==> config.mk <==
export PLATFORM = sky130hd
export DESIGN_NAME = x_mem_player_2048x2
export DESIGN_NICKNAME = d
export VERILOG_FILES = /design/src/rtl/x_mem_player_2048x2.sv
export SDC_FILE = /design/constraint.sdc
export NUM_CORES = 1
export LEC_CHECK = 0
export ABC_AREA = 1
export CAP_MARGIN = 15
export CORE_UTILIZATION = 55
export DETAILED_ROUTE_END_ITERATION = 16
export HOLD_SLACK_MARGIN = 0.12
export PLACE_DENSITY_LB_ADDON = 0.2
export SYNTH_ARGS = -nofsm -noshare
export SYNTH_HDL_FRONTEND = slang
export SYNTH_SLANG_ARGS = --single-unit
==> constraint.sdc <==
create_clock -name i_clk -period 1.7 [get_ports i_clk]
set_input_delay 0.255 -clock i_clk [delete_from_list [all_inputs] [get_ports i_clk]]
set_output_delay 0.255 -clock i_clk [all_outputs]
set_load 0.05 [all_outputs]
==> src/rtl/x_mem_player_2048x2.sv <==
// Sequential sample reader for the 2048x2 sample memory: walks addresses 0..last,
// capturing one sample every div+1 cycles, in one-shot or looping mode.
module x_mem_player_2048x2 #(
  parameter int unsigned ADDR_W = 11,
  parameter int unsigned DATA_W = 2,
  parameter int unsigned DIV_W  = 16
) (
  input  logic              i_clk,
  input  logic              i_nrst,
  input  logic              i_start,
  input  logic              i_stop,
  input  logic              i_loop,
  input  logic [ADDR_W-1:0] i_last,
  input  logic [DIV_W-1:0]  i_div,
  output logic [ADDR_W-1:0] o_mem_addr,
  input  logic [DATA_W-1:0] i_mem_rdata,
  output logic [DATA_W-1:0] o_sample,
  output logic              o_sample_vld,
  output logic              o_busy,
  output logic              o_done
);

  typedef enum logic [0:0] {
    S_IDLE = 1'b0,
    S_PLAY = 1'b1
  } state_e;

  state_e              state_q, state_d;
  logic [ADDR_W-1:0]   addr_q, addr_d;
  logic [ADDR_W-1:0]   last_q, last_d;
  logic [DIV_W-1:0]    div_cnt_q, div_cnt_d;
  logic [DIV_W-1:0]    div_q, div_d;
  logic                loop_q, loop_d;
  logic [DATA_W-1:0]   sample_q, sample_d;
  logic                vld_q, vld_d;
  logic                busy_q, busy_d;
  logic                done_q, done_d;

  // State and output registers
  always_ff @(posedge i_clk or negedge i_nrst) begin
    if (!i_nrst) begin
      state_q   <= S_IDLE;
      addr_q    <= '0;
      last_q    <= '0;
      div_cnt_q <= '0;
      div_q     <= '0;
      loop_q    <= 1'b0;
      sample_q  <= '0;
      vld_q     <= 1'b0;
      busy_q    <= 1'b0;
      done_q    <= 1'b0;
    end else begin
      state_q   <= state_d;
      addr_q    <= addr_d;
      last_q    <= last_d;
      div_cnt_q <= div_cnt_d;
      div_q     <= div_d;
      loop_q    <= loop_d;
      sample_q  <= sample_d;
      vld_q     <= vld_d;
      busy_q    <= busy_d;
      done_q    <= done_d;
    end
  end

  // Next-state: strobes are single-cycle, wrap at last is explicit
  always_comb begin
    state_d   = state_q;
    addr_d    = addr_q;
    last_d    = last_q;
    div_cnt_d = div_cnt_q;
    div_d     = div_q;
    loop_d    = loop_q;
    sample_d  = sample_q;
    vld_d     = 1'b0;
    done_d    = 1'b0;

    case (state_q)
      S_IDLE: begin
        addr_d = '0;
        if (i_start && !i_stop) begin
          last_d    = i_last;
          div_d     = i_div;
          loop_d    = i_loop;
          div_cnt_d = '0;
          state_d   = S_PLAY;
        end
      end
      S_PLAY: begin
        if (i_stop) begin
          addr_d  = '0;
          state_d = S_IDLE;
        end else if (div_cnt_q != div_q) begin
          div_cnt_d = div_cnt_q + DIV_W'(1);
        end else begin
          sample_d  = i_mem_rdata;
          vld_d     = 1'b1;
          div_cnt_d = '0;
          if (addr_q != last_q) begin
            addr_d = addr_q + ADDR_W'(1);
          end else begin
            addr_d = '0;
            if (!loop_q) begin
              done_d  = 1'b1;
              state_d = S_IDLE;
            end
          end
        end
      end
      default: begin
        addr_d  = '0;
        state_d = S_IDLE;
      end
    endcase

    busy_d = (state_d == S_PLAY);
  end

  assign o_mem_addr   = addr_q;
  assign o_sample     = sample_q;
  assign o_sample_vld = vld_q;
  assign o_busy       = busy_q;
  assign o_done       = done_q;

endmodule

# ---- Yosys cells after proc, flatten, opt, wreduce, memory -nomap -nowiden
# Cells that the tools add are included.
# W data, S select, Z words.
dict set report totals {
  elab_cells 46
  out_inout_bits 16
  in_bits 34
  regBits 60
}
dict set report classes {
  n_bitwise 3
  n_mux 22
  eq_ne 5
  reduce_logical 5
  n_addsub 2
}
# operator count
set op_table {}
lappend op_table {{$mux W16} 3}
lappend op_table {{$mux W11} 3}
lappend op_table {{$pmux W16 S2} 1}
lappend op_table {{$pmux W11 S2} 1}
lappend op_table {{$add A16 B1 Y16 const B} 1}
lappend op_table {{$ne A16 B16 Y1} 1}
lappend op_table {{$mux W1} 13}
lappend op_table {{$add A11 B1 Y11 const B} 1}
lappend op_table {{$ne A11 B11 Y1} 1}
lappend op_table {{$ne A2 B2 Y1 const B} 2}
lappend op_table {{$reduce_and A2 Y1} 2}
lappend op_table {{$ne A3 B3 Y1 const B} 1}
lappend op_table {{$not A1 Y1} 3}
lappend op_table {{$reduce_and A3 Y1} 1}
lappend op_table {{$pmux W1 S2} 1}
lappend op_table {{$logic_and A1 B1 Y1} 1}
lappend op_table {{$logic_not A1 Y1} 1}

# ---- Longest topological paths before layout
dict set report logic_depth {
  word_depth 5
  depth_mapped 11
  mapped_depth_nobuf 11
}

# ---- Least setup slack after synthesis
# No wires, ideal clock.
dict set report synth_timing {
  path_kind {flip-flop to flip-flop}
  startpoint {register addr_q[1] (netlist: o_mem_addr[1])}
  endpoint {register addr_q[10] (netlist: o_mem_addr[10])}
  path_stages_with_launch 9
  n_path_buf 0
  setup_ps 119
  arrival_time_ps 1670
  synth_period_minus_slack_ps 1789
  required_ps 1581
  setup_slack_ps -89
  path_cell_list {dfrtp_1 -> ha_1 -> nand3_1 -> nor2_1 -> nand2_1 -> o21bai_1 -> nand2_1 -> nand4_1 -> nand2_1}
}
dict set report synth_via {
  elab_chain_cells 5
  word_cells_on_any_way 6
  cone_classes {add/sub: 1; eq/ne: 1; mux: 4}
}
# item line
set synth_lines {}
lappend synth_lines {{start, declared} 29} ;# logic [ADDR_W-1:0] addr_q, addr_d;
lappend synth_lines {{start signal, assigned} 54} ;# addr_q <= addr_d;
lappend synth_lines {{$add A11 B1 Y11 or $ne A11 B11 Y1 (tied branches)} {100, 99}}
lappend synth_lines {{$mux W11 (*)} 99} ;# if (addr_q != last_q) begin
lappend synth_lines {{$mux W11 (*)} 93} ;# end else if (div_cnt_q != div_q) begin
lappend synth_lines {{$mux W11 (*)} 90} ;# if (i_stop) begin
lappend synth_lines {{$pmux W11 S2 (*)} 78} ;# case (state_q)
# Every way passes the cells marked *; elsewhere a longest branch is shown, timed or not. The select of a mux whose other input is x is not followed.
# A chain may end at the register's enable or synchronous reset.

# ---- Final worst setup path
dict set report layout_timing {
  startpoint {register div_cnt_q[7]}
  endpoint {register div_cnt_q[14]}
}
dict set report layout_via {
  elab_chain_cells 4
  word_cells_on_any_way 5
  cone_classes {add/sub: 1; eq/ne: 1; mux: 3}
}
# item line
set layout_lines {}
lappend layout_lines {{start, declared} 31} ;# logic [DIV_W-1:0] div_cnt_q, div_cnt_d;
lappend layout_lines {{start signal, assigned} 56} ;# div_cnt_q <= div_cnt_d;
lappend layout_lines {{$add A16 B1 Y16 or $ne A16 B16 Y1 (tied branches)} {94, 93}}
lappend layout_lines {{$mux W16 (*)} 93}
lappend layout_lines {{$mux W16 (*)} 90}
lappend layout_lines {{$pmux W16 S2 (*)} 78}
# Marked as above.

==> impl_metrics.ini <==
[synth]
synth_nets = 497
yosysWarnings = 0
synth_most_common_cell = nand2_1
async_reset_ff_share_pct = 100
yosys.area.top_type = dfrtp_1
avgSynthCellArea_sq_um = 7.42
synth.distinct_cells = 28
ys_seq_area_share_pct = 43.9
ys_seq_elements = 60
yosys_most_used_dff = dfrtp_1
synth.top_cell.area_share_pct = 43.9
synthTopCellsByCount = 171 x nand2_1, 60 x dfrtp_1, 48 x inv_1, 31 x nor2_1, 27 x nand3_1
syn_area_sq_um = 3420
ys_top_cells_by_area = dfrtp_1 44%, nand2_1 19%, inv_1 5.3%, xor2_1 4.4%, nand3_1 4.0%
synth_edf_count = 0
synthCells = 461

[timing]
min_period_ns = 1.59
hold_viol_final = 0
rsz0062_at_grt = true
holdWs_ns = 0.428
worst_slew_pin_slew_ns = 0.361
skew_ns = 0.0131
drv_slew = 0
timing.slew.headroom_pct = 75.8
report.final.setup_viol = 0
clock.fmax_mhz = 628
period_share_pct = 93.7
tns_ns = 0

[clocking]
root_buffer = clkbuf_8
cts_tree = yes
insertion_delay_ns = 0.36
cts_buffer_depth = 2
path_clk_slew_ns = 0.07
cts_buffers = 9
numClockSinks = 60
htree_levels = 3

[finish]
synthToLayoutAreaGrowth_pct = 26.3
fill_cells = 486
register_area_sq_um = 1500
fin_cells = 611
nets = 567
layout-drive-gt1-share_pct = 17.4
n_antenna_cell = 0
multiInputGateArea_sq_um = 1640

[setup_path]
cp_max_fo = 12
end_kind = flip-flop
criticalPathCategory = reg2reg
required_ns = 1.94
critPathArrivalTime_ns = 1.83
crit_path_start_kind = flip-flop

[floorplan]
placementRows = 28
initial_core_util_pct = 57.4
fp.dieH_um = 80.9
fp.dieW_um = 80.9
core_sq_um = 5960
pin_count = 50
die-area_sq_um = 6540

[drt]
avgViaCountPerCell = 5.17
ant_nets = 0
wirelength_um = 8080
drc = 0
wl_per_cell_um = 13.2
vias = 3158
drtPass1Iterations = 4
drt_iter0_drc = 212

[pwr]
ir_drop_v = 0.000658
p_leak_uw = 0.00214
p_total_uw = 4390
p_per_area_nw_per_um2 = 1020

[global_route]
grt_pass1_vias = 2899
grt_first_pass_wirelength_um = 13200
grt_overflow = 0
antenna_found_initial = 0
grtUsageTotal_pct = 26.8
grt_max_degree = 61

[placement]
place_hpwl_um = 5780
gp_congestion = 0.877
port_buffers = 49
placed_cells = 593

[hold_path]
hold_path_class = in2reg

[outcome]
status = finished, final reports clean

[flow_run]
maxCapViolations = 0
## stage by stage
step | utilization, % | instance area, sq um | setup WS, ns
2_1_floorplan | - | 3420 | 0.0311
3_3_place_gp | 69.1 | 4110 | 0.0210
3_5_place_dp | 69.1 | 4110 | -0.0223
4_1_cts | 72.2 | 4300 | 0.0904
5_1_grt | 72.5 | 4320 | -0.00416
6_report | 72.5 | 4320 | 0.107
## cell usage in the layout (no fill, tap or decap)
cell and count:
nand2_2 5, nor3_1 2, xnor2_1 13, a31oi_1 1
o21bai_1 2, xor2_1 17, clkdlybuf4s50_1 32, nand4_1 17
clkinvlp_4 4, dfrtp_2 2, clkinv_4 1, nor2_4 2
clkinv_2 1, buf_2 1, inv_1 47, nor2_2 6
a21oi_1 1, nand3_1 27, or2_2 1, dlygate4sd3_1 1
o21ai_1 1, nand2_1 171, buf_4 36, ha_1 2
nor3_2 1, a21oi_2 11, dfrtp_1 58, clkbuf_8 9
inv_2 7, buf_12 5, inv_6 1, o21ai_0 24
nor2_1 27
## cell type report
class | instances | share of cell area (%)
clock buffer | 9 | 2.87
sequential | 60 | 34.8
clock inverter | 7 | 1.22
multi-input combinational | 331 | 37.9
timing repair buffer | 75 | 16.3
tap | 75 | 2.17
inverter | 54 | 4.69
## state kept, by name, summed over array words and instances (netlist names)
| name | flops |
|---|---|
| div_cnt_q | 16 |
| div_q | 16 |
| last_q | 11 |
| o_mem_addr | 11 |
| o_sample | 2 |
| loop_q | 1 |
| o_busy | 1 |
| o_done | 1 |
| o_sample_vld | 1 |
## power breakdown
part           leakage [uW]  switching [uW]  internal [uW]
combinational       0.00128             728            567
sequential         0.000783             227           1700
clock             0.0000779             637            531
## timing repair
item | 4_1_cts | 5_1_grt
hold buffers | 1 | 0
endpoints found under the setup margin | 0 | 10
gates resized for setup | 0 | 5
endpoints found under the hold margin | 60 | 0
setup buffers | 0 | 1
## per-layer routing
layer | routed length [um] | vias up | GRT usage [%]
li1 | - | 1584 | -
met1 | 3870 | 1500 | 37.3
met2 | 3740 | 68 | 42.4
met3 | 420 | 6 | 5.39
met4 | 53 | 0 | 7.32
met5 | 0 | - | 0
## final timing paths
kind                              start       endpoint  slack [ns]  cells after the start
max                        div_cnt_q[7]  div_cnt_q[14]        0.11                     11
min                            i_div[2]       div_q[2]        0.43                      3
max reg2reg                div_cnt_q[7]  div_cnt_q[14]        0.11                     11
min reg2reg                      loop_q         o_done        0.47                      1
max in group asynchronous        i_nrst  o_mem_addr[1]        0.98                      3
min in group asynchronous        i_nrst      div_q[13]        0.44                      3
## worst max-delay path, cell delays in order, from the launching register on
cell and delay (ns):
dfrtp_1 0.42, inv_1 0.09, nand2_1 0.05, nand2_1 0.07, inv_1 0.04, nor2_1 0.10
nand2_1 0.11, nor2_2 0.13, nand2_2 0.12, buf_4 0.21, nand3_1 0.07, o21ai_0 0.07
## kinds of logic after synthesis
group	after synthesis	synth area share, %
flip-flops	60	43.9
AND/OR/NAND/NOR	259	31.8
adder cells (fa/ha/maj)	2	0.731
XOR/XNOR	30	7.68
AO/OA/AOI/OAI	40	7.24
buffers and inverters	70	8.67
(Power assumes the default switching activity.)
